$ cat config.mk
export PLATFORM = sky130hd
export DESIGN_NAME = fifoc_cmd_ctrl_flat
export DESIGN_NICKNAME = d
export VERILOG_FILES = /design/src/rtl/fifoc_cmd_ctrl_pkg.sv /design/src/rtl/fifoc_cmd_ctrl_if.sv /design/src/rtl/fifoc_cmd_ctrl_tmo_cnt.sv /design/src/rtl/fifoc_cmd_ctrl.sv /design/src/flat_wrapper.sv
export SDC_FILE = /design/constraint.sdc
export NUM_CORES = 1
export LEC_CHECK = 0
export CAP_MARGIN = 20
export CORE_MARGIN = 1.5
export CORE_UTILIZATION = 51
export CTS_BUF_LIST = sky130_fd_sc_hd__clkbuf_4 sky130_fd_sc_hd__clkbuf_8 sky130_fd_sc_hd__clkbuf_16
export DETAILED_ROUTE_END_ITERATION = 10
export PLACE_DENSITY_LB_ADDON = 0.05
export SKIP_CTS_REPAIR_TIMING = 1
export SLEW_MARGIN = 0
export SYNTH_ARGS = -nofsm -noshare
export SYNTH_HDL_FRONTEND = slang
export SYNTH_HIERARCHICAL = 1
export SYNTH_SLANG_ARGS = --single-unit
$ cat constraint.sdc
create_clock -name clk -period 3.3 [get_ports clk]
set_clock_uncertainty 0.1 [all_clocks]
set_input_delay 0.66 -clock clk [delete_from_list [all_inputs] [get_ports clk]]
set_output_delay 0.66 -clock clk [all_outputs]
set_load 0.02 [all_outputs]
$ cat src/rtl/fifoc_cmd_ctrl_pkg.sv
// Shared constants for the command-path sequencer: state codes reported on
// `so`, default frame length and timeout counter width.
package fifoc_ctrl_pkg;

  localparam int FRAME_LEN_DEF = 12;
  localparam int TMO_W         = 16;

  // ERR codes sit in the same 0x14.. range the parser uses for its own errors.
  localparam logic [7:0] SC_IDLE = 8'h00;
  localparam logic [7:0] SC_WAIT = 8'h01;
  localparam logic [7:0] SC_PARS = 8'h02;
  localparam logic [7:0] SC_PREL = 8'h03;
  localparam logic [7:0] SC_DISP = 8'h04;
  localparam logic [7:0] SC_CFGS = 8'h05;
  localparam logic [7:0] SC_CFGR = 8'h06;
  localparam logic [7:0] SC_DONE = 8'h07;
  localparam logic [7:0] SC_ERR0 = 8'h14;
  localparam logic [7:0] SC_ERR1 = 8'h15;
  localparam logic [7:0] SC_ERR2 = 8'h16;

  typedef enum logic [7:0] {
    S_IDLE = SC_IDLE,
    S_WAIT = SC_WAIT,
    S_PARS = SC_PARS,
    S_PREL = SC_PREL,
    S_DISP = SC_DISP,
    S_CFGS = SC_CFGS,
    S_CFGR = SC_CFGR,
    S_DONE = SC_DONE,
    S_ERR0 = SC_ERR0,
    S_ERR1 = SC_ERR1,
    S_ERR2 = SC_ERR2
  } state_t;

endpackage

$ cat src/rtl/fifoc_cmd_ctrl_if.sv
// Handshake bundle between the sequencer (master), the command FIFO,
// the parser and the configuration targets (slave side).
interface fifoc_cmd_ctrl_if #(
  parameter int NUM_TGT = 4
);

  logic               enable;
  logic [7:0]         fifoc_cnt;
  logic               parse_fs;
  logic               parse_fd;
  logic [7:0]         kind_dev;
  logic [NUM_TGT-1:0] cfg_fs;
  logic [NUM_TGT-1:0] cfg_fd;

  modport master (
    input  enable, fifoc_cnt, parse_fd, kind_dev, cfg_fd,
    output parse_fs, cfg_fs
  );

  modport slave (
    output enable, fifoc_cnt, parse_fd, kind_dev, cfg_fd,
    input  parse_fs, cfg_fs
  );

endinterface

$ cat src/rtl/fifoc_cmd_ctrl_tmo_cnt.sv
// Per-state handshake timer: cleared on every state change, counts while a
// handshake is pending, flags the last allowed cycle.
module tmo_cnt
  import fifoc_ctrl_pkg::*;
#(
  parameter int TIMEOUT = 1024
) (
  input  logic clk,
  input  logic rst,
  input  logic clr,
  input  logic run,
  output logic expired
);

  localparam logic [TMO_W-1:0] LAST = TMO_W'(TIMEOUT - 1);

  logic [TMO_W-1:0] cnt;

  // Count cycles spent in the current handshake state.
  always_ff @(posedge clk or posedge rst) begin
    if (rst)       cnt <= '0;
    else if (clr)  cnt <= '0;
    else if (run)  cnt <= cnt + 1'b1;
  end

  assign expired = (cnt == LAST);

endmodule

$ cat src/rtl/fifoc_cmd_ctrl.sv
// Command-path sequencer: waits for a full frame in the command FIFO, runs
// the parser handshake, then the handshake of the target selected by the
// parsed device code. Timeouts are terminal; bad device codes drop the frame.
//
//   state | meaning
//   IDLE  | disabled, waiting for enable
//   WAIT  | enabled, waiting for a full frame in the FIFO
//   PARS  | parse_fs high, waiting for parse_fd
//   PREL  | parse_fs low, waiting for parse_fd to fall
//   DISP  | validate sel_code, pick target
//   CFGS  | cfg_fs[tgt] high, waiting for cfg_fd[tgt]
//   CFGR  | cfg_fs low, waiting for cfg_fd[tgt] to fall
//   DONE  | frame applied, bump frame_cnt
//   ERR0  | parser handshake timeout (terminal)
//   ERR1  | invalid device code, bump drop_cnt
//   ERR2  | target handshake timeout (terminal)
module fifoc_cmd_ctrl
  import fifoc_ctrl_pkg::*;
#(
  parameter int FRAME_LEN = FRAME_LEN_DEF,
  parameter int NUM_TGT   = 4,
  parameter int TIMEOUT   = 1024
) (
  input  logic                    clk,
  input  logic                    rst,
  fifoc_cmd_ctrl_if.master        bus,
  output logic                    busy,
  output logic                    err,
  output logic [7:0]              frame_cnt,
  output logic [7:0]              drop_cnt,
  output logic [7:0]              so
);

  localparam int         TGT_W  = (NUM_TGT > 1) ? $clog2(NUM_TGT) : 1;
  localparam logic [7:0] FRAME_B = 8'(FRAME_LEN);
  localparam logic [7:0] NUM_B   = 8'(NUM_TGT);

  state_t           state, state_nx;
  logic [7:0]       sel_code;
  logic [TGT_W-1:0] tgt;
  logic             code_ok;
  logic             tmo_run;
  logic             tmo_exp;

  assign code_ok = (sel_code != 8'd0) && (sel_code <= NUM_B);
  assign tmo_run = (state == S_PARS) || (state == S_PREL) ||
                   (state == S_CFGS) || (state == S_CFGR);

  tmo_cnt #(.TIMEOUT(TIMEOUT)) u_tmo (
    .clk     (clk),
    .rst     (rst),
    .clr     (state_nx != state),
    .run     (tmo_run),
    .expired (tmo_exp)
  );

  // State register.
  always_ff @(posedge clk or posedge rst) begin
    if (rst) state <= S_IDLE;
    else     state <= state_nx;
  end

  // Next state; an awaited condition always beats a same-cycle timeout.
  always_comb begin
    state_nx = state;
    case (state)
      S_IDLE: if (bus.enable) state_nx = S_WAIT;
      S_WAIT: begin
        if (!bus.enable)                  state_nx = S_IDLE;
        else if (bus.fifoc_cnt >= FRAME_B) state_nx = S_PARS;
      end
      S_PARS: begin
        if (bus.parse_fd)  state_nx = S_PREL;
        else if (tmo_exp)  state_nx = S_ERR0;
      end
      S_PREL: begin
        if (!bus.parse_fd) state_nx = S_DISP;
        else if (tmo_exp)  state_nx = S_ERR0;
      end
      S_DISP: state_nx = code_ok ? S_CFGS : S_ERR1;
      S_CFGS: begin
        if (bus.cfg_fd[tgt])  state_nx = S_CFGR;
        else if (tmo_exp)     state_nx = S_ERR2;
      end
      S_CFGR: begin
        if (!bus.cfg_fd[tgt]) state_nx = S_DONE;
        else if (tmo_exp)     state_nx = S_ERR2;
      end
      S_DONE: state_nx = S_WAIT;
      S_ERR1: state_nx = S_WAIT;
      default: state_nx = state;
    endcase
  end

  // Output decode straight from the registered state.
  always_comb begin
    bus.parse_fs = (state == S_PARS);
    bus.cfg_fs   = '0;
    if (state == S_CFGS) bus.cfg_fs[tgt] = 1'b1;
    busy = (state != S_IDLE) && (state != S_WAIT);
    err  = (state == S_ERR0) || (state == S_ERR2);
    so   = state;
  end

  // Device code capture and target selection.
  always_ff @(posedge clk or posedge rst) begin
    if (rst) begin
      sel_code <= '0;
      tgt      <= '0;
    end else begin
      if ((state == S_PARS) && bus.parse_fd) sel_code <= bus.kind_dev;
      if ((state == S_DISP) && code_ok)      tgt      <= TGT_W'(sel_code - 8'd1);
    end
  end

  // Applied / dropped frame counters, free wrapping.
  always_ff @(posedge clk or posedge rst) begin
    if (rst) begin
      frame_cnt <= '0;
      drop_cnt  <= '0;
    end else begin
      if (state == S_DONE) frame_cnt <= frame_cnt + 8'd1;
      if (state == S_ERR1) drop_cnt  <= drop_cnt + 8'd1;
    end
  end

endmodule

$ cat src/flat_wrapper.sv
// flat-port wrapper written by rule: the top's interface ports become plain ports
module fifoc_cmd_ctrl_flat import fifoc_ctrl_pkg::*;
#(
  parameter int FRAME_LEN = FRAME_LEN_DEF,
  parameter int NUM_TGT   = 4,
  parameter int TIMEOUT   = 1024
)
  (clk, rst, busy, err, frame_cnt, drop_cnt, so, bus_enable, bus_fifoc_cnt, bus_parse_fd, bus_kind_dev, bus_cfg_fd, bus_parse_fs, bus_cfg_fs);
  fifoc_cmd_ctrl_if #(.NUM_TGT(NUM_TGT)) bus_i ();
  input  logic clk;
  input  logic rst;
  output logic busy;
  output logic err;
  output logic [7:0] frame_cnt;
  output logic [7:0] drop_cnt;
  output logic [7:0] so;
  input wire logic [$bits(bus_i.enable)-1:0] bus_enable;
  input wire logic [$bits(bus_i.fifoc_cnt)-1:0] bus_fifoc_cnt;
  input wire logic [$bits(bus_i.parse_fd)-1:0] bus_parse_fd;
  input wire logic [$bits(bus_i.kind_dev)-1:0] bus_kind_dev;
  input wire logic [$bits(bus_i.cfg_fd)-1:0] bus_cfg_fd;
  output wire logic [$bits(bus_i.parse_fs)-1:0] bus_parse_fs;
  output wire logic [$bits(bus_i.cfg_fs)-1:0] bus_cfg_fs;
  assign bus_i.enable = bus_enable;
  assign bus_i.fifoc_cnt = bus_fifoc_cnt;
  assign bus_i.parse_fd = bus_parse_fd;
  assign bus_i.kind_dev = bus_kind_dev;
  assign bus_i.cfg_fd = bus_cfg_fd;
  assign bus_parse_fs = bus_i.parse_fs;
  assign bus_cfg_fs = bus_i.cfg_fs;
  fifoc_cmd_ctrl #(.FRAME_LEN(FRAME_LEN), .NUM_TGT(NUM_TGT), .TIMEOUT(TIMEOUT)) u_core (.clk(clk), .rst(rst), .bus(bus_i), .busy(busy), .err(err), .frame_cnt(frame_cnt), .drop_cnt(drop_cnt), .so(so));
endmodule
# Word level (Yosys, flattened, before mapping)
# Cells that the tools add are included.
# word_totals
regBits	50
inputBits	24
out_inout_bits	31
word_cells	59
# op_classes
n_addsub	4
n_lt_le_gt_ge	4
n_eq_ne	13
muxes	18
reduce_logical	14
# ops
cell	n
$mux 8	9
$pmux 8 s8	1
$eq 8x3->1 const B	4
$mux 16	2
$eq 8x5->1 const B	3
$add 16x1->16 const B	1
$add 8x1->8 const B	2
$eq 16x10->1 const B	1
$eq 8x2->1 const B	2
$reduce_bool 8->1	2
$eq 8x1->1 const B	1
$ge 8x4->1 const B	1
$le 8x3->1 const B	1
$logic_not 8->1	1
$ne 8x1->1 const B	1
$ne 8x8->1	1
$logic_and 1x1->1	5
$mux 5	1
$logic_or 1x1->1	4
$mux 4	1
$lt 2x3->1 const B	1
$bmux 1 s2	1
$demux 1 s2	1
$ge 2x1->1 const B	1
other kinds (4)	5

# Longest topological paths before layout
# Gate-level depths: netlist of the first run.
# logic_depth
word_depth	6
depth_mapped	9
ltp_nobuf	8

# Hierarchy
# Netlist of the first run, hierarchy kept.
# modules_own_cells
module	instances	cells_per_inst	area_each_um2	seq_area_each_um2
fifoc_cmd_ctrl	1	179	1898.1	850.8
tmo_cnt	1	87	860.8	400.4

# Worst setup path before layout of the first run
# OpenSTA, ideal clock, no wires.
# synth_path
kind	reg-to-reg
start	register u_core.u_tmo.cnt[7]
end	register u_core.u_tmo.cnt[13]
setup_time_ns	0.125
arrival_time_ns	2.859
t_required_ns	3.075
path_slack_ns	0.217
stages_incl_launch_ff	10
path_buffers	1
synth_period_minus_slack_ns	3.083
path_cell_list	dfrtp_1 > nand4_1 > or4b_1 > nor4_1 > inv_1 > a21oi_1 > o2111ai_2 > buf_6 > nor4_1 > mux2_2
# synth_between
elab_chain_len	6
word_cells_on_any_way	13
cone_classes	add/sub (1); eq/ne (2); mux (9); reduce/logical (1)
# synth_rtl
item	line	rtl
from (decl)	fifoc_cmd_ctrl_tmo_cnt.sv:17	logic [TMO_W-1:0] cnt;
from (signal assigned)	fifoc_cmd_ctrl_tmo_cnt.sv:23	else if (run) cnt <= cnt + 1'b1;
$eq 16x10->1 *	fifoc_cmd_ctrl_tmo_cnt.sv:26	assign expired = (cnt == LAST);
via u_core.tmo_exp	fifoc_cmd_ctrl.sv:43	logic tmo_exp;
$mux 8, on equally long branches (2 in series)	n/a	
$pmux 8 s8 *	fifoc_cmd_ctrl.sv:66	case (state)
$ne 8x8->1 *	fifoc_cmd_ctrl.sv:52	.clr (state_nx != state),
$mux 16 / $reduce_bool 2->1 (equally long branches)	n/a	
# Mark *: on every way through the listed nets, which the timed path passes. The rest lies on a longest branch. The select of a mux whose other input is x is not followed.
# A chain may end at the register's enable or synchronous reset.

# Worst setup path in the final report of the first run
# layout_path
start	register u_core.state[5] (netlist: u_core/so[5])
end	output port busy
# layout_between
elab_chain_len	2
word_cells_on_any_way	3
cone_classes	eq/ne (1); reduce/logical (2)
# layout_rtl
item	line	rtl
from (decl)	fifoc_cmd_ctrl.sv:38	state_t state, state_nx;
from (signal assigned)	fifoc_cmd_ctrl.sv:60	else state <= state_nx;
$ne 8x1->1 / $reduce_bool 8->1 (equally long branches)	fifoc_cmd_ctrl.sv:100	busy = (state != S_IDLE) && (state != S_WAIT);
$logic_and 1x1->1 *	fifoc_cmd_ctrl.sv:100	
to (decl)	flat_wrapper.sv:12	output logic busy;
# Every way passes the cells marked *; elsewhere a longest branch is shown, timed or not.

==> flow_summary_export.csv, run 1 <==
group,metric,value,unit
floorplanning,row_count,26,
drt,drt_iter0_drc,133,
final_layout,antenna_cells,0,
synth,ys.flop_type,"dfrtp_1",
power,totalPowerFinal,1.10,mW
floorplanning,io_pins,55,
clock_tree,clk_pin_slew,0.10,ns
clock_tree,cts-root-buf,"clkbuf_8",
global_routing,grt_pass1_wl,9.25,mm
global_routing,first_global_vias,2009,
final_layout,drive_gt1_share,16.2,%
timing,rsz0062_at_grt,"false",
timing,fmax,0.321,GHz
drt,wl_per_cell,13.7,um
synth,synth_nets,294,
floorplanning,coreArea,5170,um^2
power,p_int,869,uW
timing,hold_violations,0,
clock_tree,htree_levels,2,
clock_tree,clock_latency,0.31,ns
final_layout,nets,355,
drt,routed_via_density,5.58,
power,clock_power_share,39.9,%
power,p_per_area,311,nW/um^2
synth,synthArstFlopShare,100,%
timing,tightest_slew,0.618,ns
floorplanning,fp.dieW,76.6,um
floorplanning,die_area,5860,um^2
timing,relSlewSlack,58.7,%
global_routing,use_met3,3.23,%
power,p_leak,1.47,nW
synth,ys_seq_area_share,45.4,%
global_routing,grt_usage,19.7,%
global_routing,grt_max_degree,35,
clock_tree,cts_made_buffers,5,
global_routing,busiest_layer,"met2",
global_routing,grt_use_met1,27.0,%
worst_setup_path,end_kind,"primary output",
drt,ant_nets,0,
power,pwr-share-comb,4.4,%
worst_setup_path,arrival,2.35,ns
synth,ys_seq_elements,50,
worst_setup_path,critPathRequiredTime,2.54,ns
outcome,status,"finished, final reports clean",
drt,drtPass1Iterations,4,
placement,portBuffers,52,
power,p_seq_share,55.7,%
synth,synth_enable_flop_cells,0,
global_routing,antenna_found_initial,0,
clock_tree,clockBufferDepth,2,
worst_hold_path,min-delay-path-class,"reg2reg",
placement,dpl.hpwl,4.08,mm
worst_setup_path,cp_slowest_cell,"or4_4",
timing,fin_crit_sh,94.3,%
worst_setup_path,critPathLaunchType,"flip-flop",
synth,synth_area,2760,um^2
synth,syn_inst,266,
synth,yosysUniqueCellTypes,56,
worst_setup_path,crit_chain,"or4_4 > nor3_4 > or2b_1 > clkdlybuf4s50_1",
worst_setup_path,worstPathMaxFanout,6,
clock_tree,cts_tree,"yes",
clock_tree,clock-sinks,50,
global_routing,met2_usage,32.1,%
global_routing,gr-total-overflow,0,
power,ir_worst_vdd,0.200,mV
synth,ys_warn_count,6,
floorplanning,die_h,76.6,um
worst_setup_path,worst-setup-path-type,"reg2out",
timing,slew_viol_final,0,
drt,drc,0,
worst_setup_path,path_buf_inv,1,
floorplanning,initial_core_util,53.3,%
power,switchingPower,229,uW
final_layout,syn2layout_area_growth,27.8,%
drt,totalWireLength,5.47,mm
synth,avgSynthCellArea,10.4,um^2
worst_setup_path,path_delay_family,"simple AND/OR/NAND/NOR gates",
timing,setup_viol,0,
placement,place_congestion,0.894,
timing,finalCriticalPeriod,3.11,ns
power,swShare,20.9,%
drt,via_count,2221,
timing,setup_tns,0,ns
worst_setup_path,slowest_delay,0.62,ns
job,max_cap_viol_count,0,
cell type report:
type | instances | area [um^2]
clock buffers | 5 | 68.8
flip-flops and latches | 50 | 1250
multi-input cells | 194 | 1400
well taps | 70 | 87.6
repair buffers | 69 | 648
inverters | 7 | 26.3
clock inverters | 3 | 47.5
fillers | 404 | 1650
cells in the mapped netlist (all sizes together) (8+ instances only):
library cell,instances,area (um^2)
dfrtp,50,1250
nand2,24,90.1
nor2,18,67.6
nand4,15,115
mux2,14,176
xnor2,12,105
a21oi,10,50.1
o21ai,9,45.0
xor2,9,78.8
clkbuf,8,30.0
nor3,8,67.6
nor4,8,56.3
sequential cells by signal, summed over array words and instances (netlist names):
signal            cells
u_core/u_tmo/cnt     16
u_core/frame_cnt      8
u_core/sel_code       8
u_core/so             8
u_core/drop_cnt       8
u_core/tgt            2
final timing paths:
kind                       slack, ns                start  cells past startpoint                  end
min in group asynchronous       0.65                  rst                      2  u_core/u_tmo/cnt[9]
max reg2reg                     0.26  u_core/u_tmo/cnt[7]                      9  u_core/u_tmo/cnt[9]
max                             0.19         u_core/so[5]                      4                 busy
min                             0.37  u_core/frame_cnt[7]                      1  u_core/frame_cnt[7]
min reg2reg                     0.37  u_core/frame_cnt[7]                      1  u_core/frame_cnt[7]
max in group asynchronous       2.05                  rst                      2  u_core/u_tmo/cnt[3]
through the flow:
stage | std cells | utilization [%] | cell area (um^2) | setup WS (ns) | hold WS, ns
after detailed placement | 390 | 65.9 | 3410 | 0.0275 | 0.364
after global routing | 398 | 68.2 | 3530 | 0.0184 | 0.409
after global placement | 390 | 65.9 | 3410 | 0.0785 | 0.360
final | 398 | 68.2 | 3530 | 0.189 | 0.372
after floorplan | 266 | - | 2760 | 0.217 | 0.359
after CTS | 398 | 68.1 | 3520 | 0.0369 | 0.379
cells in the final DEF (no fill, tap or decap), types with 3 or more instances in the layout:
cell type	n
a21oi_1	10
o21ai_0	9
clkdlybuf4s50_1	52
nor4_1	7
and3_1	4
ha_1	4
o22ai_1	3
o31ai_1	4
mux2_2	9
inv_1	7
nand3_1	5
xor2_1	9
nand2_1	24
or4_1	6
nor3_1	5
clkbuf_8	5
buf_4	17
nor2_1	18
xnor2_1	12
nand4_1	13
mux2_4	5
nor2b_1	7
dfrtp_1	50
power groups by stage:
stage	sequential (mW)	combinational (mW)	clock (mW)
floorplan	0.624	0.0162	0
global placement	0.624	0.0484	0
detailed placement	0.624	0.0494	0
CTS	0.612	0.0495	0.455
global route	0.612	0.0535	0.473
finish	0.612	0.0482	0.438
cells by family after synthesis:
family | count (synthesis) | synth area share [%]
mux | 17 | 7.94
xor+xnor | 21 | 6.67
flops | 50 | 45.4
simple gates | 112 | 24.2
compound gates | 39 | 9.52
buf+inv | 22 | 4.13
fa+ha+maj | 5 | 2.18
metal layers:
metal | wire length (um) | share of wire, %
met5 | 0 | 0
met4 | 68 | 1.2
met3 | 227 | 4.2
met2 | 2580 | 47
met1 | 2600 | 48
Power figures use the tool's default switching activity.
==> run 2: changes to the inputs <==
--- a/config.mk
+++ b/config.mk
@@ -15,5 +15,4 @@
 export SLEW_MARGIN = 0
 export SYNTH_ARGS = -nofsm -noshare
 export SYNTH_HDL_FRONTEND = slang
-export SYNTH_HIERARCHICAL = 1
 export SYNTH_SLANG_ARGS = --single-unit
==> flow_summary_export.csv, run 2 <==
group,metric,value,unit
synth,yosys.area.top_type_share,46.8,%
worst_setup_path,critPathLaunchType,"flip-flop",
synth,ys_seq_area_share,46.8,%
clock_tree,clk_pin_slew,0.09,ns
global_routing,grt_use_met1,26.8,%
worst_setup_path,crit_chain,"or4_4 > nor4b_2 > and2_1 > clkdlybuf4s50_1",
floorplanning,die_h,75.4,um
power,ir_worst_vdd,0.216,mV
synth,avgSynthCellArea,10.2,um^2
synth,ys_warn_count,0,
timing,finalCriticalPeriod,3.16,ns
timing,relSlewSlack,52.3,%
floorplanning,die_area,5680,um^2
worst_setup_path,worstPathMaxFanout,4,
floorplanning,initial_core_util,52.7,%
global_routing,grt_max_degree,51,
placement,place_congestion,0.919,
global_routing,met2_usage,30.3,%
synth,synth_area,2670,um^2
drt,wl_per_cell,13.6,um
synth,yosysTopAreaCell,"dfrtp_1",
clock_tree,clock_latency,0.30,ns
final_layout,nets,343,
floorplanning,row_count,26,
global_routing,use_met3,4.76,%
synth,yosysMostFrequentCell,"dfrtp_1",
synth,yosysUniqueCellTypes,48,
placement,dpl.hpwl,3.75,mm
global_routing,first_global_vias,1843,
clock_tree,cts_made_buffers,5,
timing,rsz0062_at_grt,"false",
synth,synth_enable_flop_cells,0,
power,p_per_area,306,nW/um^2
placement,portBuffers,52,
synth,synth_nets,290,
floorplanning,io_pins,55,
synth,ys_seq_elements,50,
timing,setup_viol,0,
placement,placed_area,3280,um^2
drt,drt_iter0_drc,77,
final_layout,layout_commonest_cell,"dfrtp_1",
worst_setup_path,slowest_delay,0.60,ns
worst_setup_path,critPathRequiredTime,2.54,ns
clock_tree,cts-root-buf,"clkbuf_8",
worst_hold_path,min-delay-path-class,"reg2reg",
drt,drtPass1Iterations,4,
final_layout,syn2layout_area_growth,27.1,%
worst_setup_path,path_delay_family,"simple AND/OR/NAND/NOR gates",
synth,ys.flop_type,"dfrtp_1",
synth,netlist_top_cells_area,"dfrtp_1 (47%), xor2_1 (5.9%), mux2_2 (4.6%)",
timing,hold_violations,0,
drt,routed_via_density,5.44,
timing,tightest_slew,0.714,ns
timing,fin_crit_sh,95.7,%
global_routing,busiest_layer,"met2",
timing,fin_ws,0.142,ns
worst_setup_path,path_buf_inv,1,
final_layout,largest_reg_flops,16,
global_routing,grt_pass1_wl,8.50,mm
final_layout,fin_area,3400,um^2
drt,totalWireLength,5.25,mm
job,max_cap_viol_count,0,
worst_setup_path,end_kind,"primary output",
worst_setup_path,arrival,2.40,ns
synth,synthArstFlopShare,100,%
timing,fmax,0.317,GHz
timing,hold_ws,0.343,ns
placement,dp_slack,0.379,ns
synth,syn_inst,262,
timing,setup_tns,0,ns
floorplanning,coreArea,5070,um^2
clock_tree,cts_tree,"yes",
outcome,status,"finished, final reports clean",
clock_tree,clock-sinks,50,
clock_tree,clockBufferDepth,2,
worst_setup_path,worst-setup-path-type,"reg2out",
final_layout,regMostFlops,"u_core.u_tmo.cnt",
global_routing,antenna_found_initial,0,
drt,drc,0,
final_layout,drive_gt1_share,13.0,%
drt,via_count,2101,
final_layout,layout_common_cells,"dfrtp_1 (50), clkdlybuf4s50_1 (48), nand2_1 (26)",
timing,slew_viol_final,0,
worst_setup_path,r2r_slack,0.84,ns
global_routing,gr-total-overflow,0,
clock_tree,htree_levels,2,
worst_setup_path,cp_slowest_cell,"clkdlybuf4s50_1",
drt,ant_nets,0,
global_routing,grt_usage,19.5,%
floorplanning,fp.dieW,75.4,um
synth,synth_common_cells,"dfrtp_1 (50), nand2_1 (26), nor2_1 (24), xor2_1 (18), xnor2_1 (12)",
power,p_leak,1.43,nW
final_layout,antenna_cells,0,
-- run 2: cell type report --
| cell class | count | area (um^2) |
|---|---|---|
| inverters | 6 | 22.5 |
| flip-flops and latches | 50 | 1250 |
| fillers | 437 | 1680 |
| clock inverters | 2 | 16.3 |
| clock buffers | 6 | 82.6 |
| repair buffers | 61 | 598 |
| well taps | 70 | 87.6 |
| multi-input cells | 191 | 1340 |
-- run 2: per-layer routing --
metal	vias up	wire length, um
met4	0	61
met1	1005	2420
met3	7	268
met2	55	2500
met5	-	0
li1	1034	-
-- run 2: final timing paths --
| kind | start | end | depth (start not counted) |
|---|---|---|---|
| worst min register to register | u_core.so[6] | u_core.so[6] | 0 |
| worst max register to register | u_core.so[3] | u_core.u_tmo.cnt[15] | 6 |
| worst min-delay path | u_core.so[6] | u_core.so[6] | 0 |
| min in group asynchronous | rst | u_core.frame_cnt[7] | 3 |
| worst max-delay path | u_core.so[3] | bus_parse_fs | 4 |
| max in group asynchronous | rst | u_core.tgt[1] | 3 |
-- run 2: cells by family after synthesis --
family / synth area share (%)
and+or+nand+nor: 24.1
DFF: 46.8
xor gates and xnor gates: 9.83
AOI/OAI and AO/OA: 7.21
buffers and inverters: 3.32
muxes: 6.88
adders and majority gates: 1.87
-- run 2: per-stage QoR --
stage / utilization [%] / total power, mW / cells
after CTS: 66.6 / 1.06 / 386
after global placement: 64.7 / 0.671 / 378
after floorplan: - / 0.640 / 262
final: 66.9 / 1.04 / 386
after global routing: 66.9 / 1.09 / 386
after detailed placement: 64.7 / 0.672 / 378
-- run 2: worst reg2reg max path: stages, from the launching register on --
cell and delay [ns]:
dfrtp_1 0.42, or4_4 0.56, buf_4 0.19, a2111oi_4 0.53, nand3_2 0.13, or3_1 0.31
a21oi_1 0.14
-- run 2: power by group --
part	total (mW)	internal (mW)	switching (mW)
Clock	0.380	0.173	0.207
Sequential	0.612	0.612	0
Combinational	0.0464	0.0260	0.0203
Total	1.04	0.811	0.227
==> run 3: changes to the inputs <==
--- a/config.mk
+++ b/config.mk
@@ -10,6 +10,7 @@
 export CORE_UTILIZATION = 51
 export CTS_BUF_LIST = sky130_fd_sc_hd__clkbuf_4 sky130_fd_sc_hd__clkbuf_8 sky130_fd_sc_hd__clkbuf_16
 export DETAILED_ROUTE_END_ITERATION = 10
+export GPL_ROUTABILITY_DRIVEN = 0
 export PLACE_DENSITY_LB_ADDON = 0.05
 export SKIP_CTS_REPAIR_TIMING = 1
 export SLEW_MARGIN = 0
==> constraint.sdc (replaced) <==
create_clock -name clk -period 3.95 [get_ports clk]
set_clock_uncertainty 0.1 [all_clocks]
set_input_delay 0.79 -clock clk [delete_from_list [all_inputs] [get_ports clk]]
set_output_delay 0.79 -clock clk [all_outputs]
set_load 0.02 [all_outputs]
==> flow_summary_export.csv, run 3 (same netlist as run 2, synthesis figures left out) <==
group,metric,value,unit
final_layout,largest_reg_flops,16,
final_layout,fin_area,3370,um^2
timing,hold_violations,0,
clock_tree,clk_pin_slew,0.10,ns
placement,place_inst,373,
global_routing,grt_pass1_wl,8.90,mm
final_layout,antenna_cells,0,
global_routing,first_global_vias,1970,
drt,wl_per_cell,14.1,um
timing,finalCriticalPeriod,3.57,ns
clock_tree,clock-sinks,50,
global_routing,gr-total-overflow,0,
drt,drc,0,
worst_setup_path,worstPathMaxFanout,9,
timing,hold_ws,0.337,ns
job,max_cap_viol_count,0,
drt,totalWireLength,5.40,mm
worst_hold_path,min-delay-path-class,"reg2reg",
power,p_per_area,261,nW/um^2
floorplanning,die_area,5680,um^2
placement,placed_area,3240,um^2
floorplanning,coreArea,5070,um^2
drt,drt_iter0_drc,150,
worst_setup_path,arrival,2.68,ns
timing,slew_viol_final,0,
final_layout,drive_gt1_share,11.5,%
final_layout,regMostFlops,"u_core.u_tmo.cnt",
floorplanning,fp.dieW,75.4,um
drt,ant_nets,0,
drt,routed_via_density,5.37,
floorplanning,row_count,26,
final_layout,nets,339,
timing,fin_crit_sh,90.5,%
timing,relSlewSlack,49.5,%
floorplanning,die_h,75.4,um
outcome,status,"finished, final reports clean",
final_layout,layout_common_cells,"clkdlybuf4s50_1 (52), dfrtp_1 (50), nand2_1 (26)",
timing,fmax,0.280,GHz
final_layout,final_cells,382,
worst_setup_path,end_kind,"primary output",
clock_tree,htree_levels,2,
final_layout,layout_commonest_cell,"clkdlybuf4s50_1",
timing,setup_viol,0,
clock_tree,cts-root-buf,"clkbuf_8",
global_routing,grt_usage,20.5,%
floorplanning,initial_core_util,52.7,%
timing,setup_tns,0,ns
worst_setup_path,critPathLaunchType,"flip-flop",
worst_setup_path,worst-setup-path-type,"reg2out",
drt,via_count,2053,
final_layout,syn2layout_area_growth,26.1,%
power,ir_worst_vdd,0.224,mV
worst_setup_path,critPathRequiredTime,3.06,ns
placement,portBuffers,52,
power,p_leak,1.35,nW
global_routing,antenna_found_initial,0,
global_routing,grt_max_degree,51,
clock_tree,clockBufferDepth,2,
timing,tightest_slew,0.756,ns
timing,rsz0062_at_grt,"false",
clock_tree,cts_tree,"yes",
placement,dpl.hpwl,3.77,mm
drt,drtPass1Iterations,4,
clock_tree,cts_made_buffers,5,
floorplanning,io_pins,55,
clock_tree,clock_latency,0.31,ns
run 3: per-layer routing:
metal  GRT usage, %  part of all wire, %  vias up
li1               -                    -     1024
met1           27.8                   47      975
met2           32.2                   46       45
met3           4.76                  4.8        9
met4           7.94                  1.8        0
met5              0                    0        -
run 3: final cells by class:
type	instances	area, um^2
Fill cell	440	1700
Multi-Input combinational cell	191	1330
Sequential cell	50	1250
Timing Repair Buffer	57	578
Tap cell	70	87.6
Clock buffer	6	82.6
Inverter	6	22.5
Clock inverter	2	16.3
run 3: path summary, 6_finish.rpt:
path	endpoint	slack (ns)	cells after the start	from
worst max-delay path	bus_cfg_fs[2]	0.38	6	u_core.so[5]
worst min-delay path	u_core.so[3]	0.34	0	u_core.so[3]
worst max register to register	u_core.u_tmo.cnt[8]	1.49	5	u_core.so[1]
worst min register to register	u_core.so[3]	0.34	0	u_core.so[3]
max in group asynchronous	u_core.u_tmo.cnt[3]	2.47	3	rst
min in group asynchronous	u_core.frame_cnt[7]	0.75	2	rst
run 3: power by group:
group          total [mW]  switching (mW)  internal [mW]
clock network       0.325           0.181          0.145
logic              0.0416          0.0177         0.0239
registers           0.511               0          0.511
run 3: worst max-delay path: stages (launching register included):
cell             delay [ns]
dfrtp_1                0.42
nor4_1                 0.51
nand2_1                0.10
buf_4                  0.18
or3_1                  0.39
nor3_1                 0.14
clkdlybuf4s50_1        0.63
run 3: through the flow:
stage | power [mW] | setup WS, ns | utilization (%)
2_1_floorplan | 0.535 | 1.13 | -
3_3_place_gp | 0.560 | 0.805 | 63.9
3_5_place_dp | 0.561 | 0.727 | 63.9
4_1_cts | 0.889 | 0.370 | 65.9
5_1_grt | 0.916 | 0.186 | 66.4
6_report | 0.878 | 0.376 | 66.4
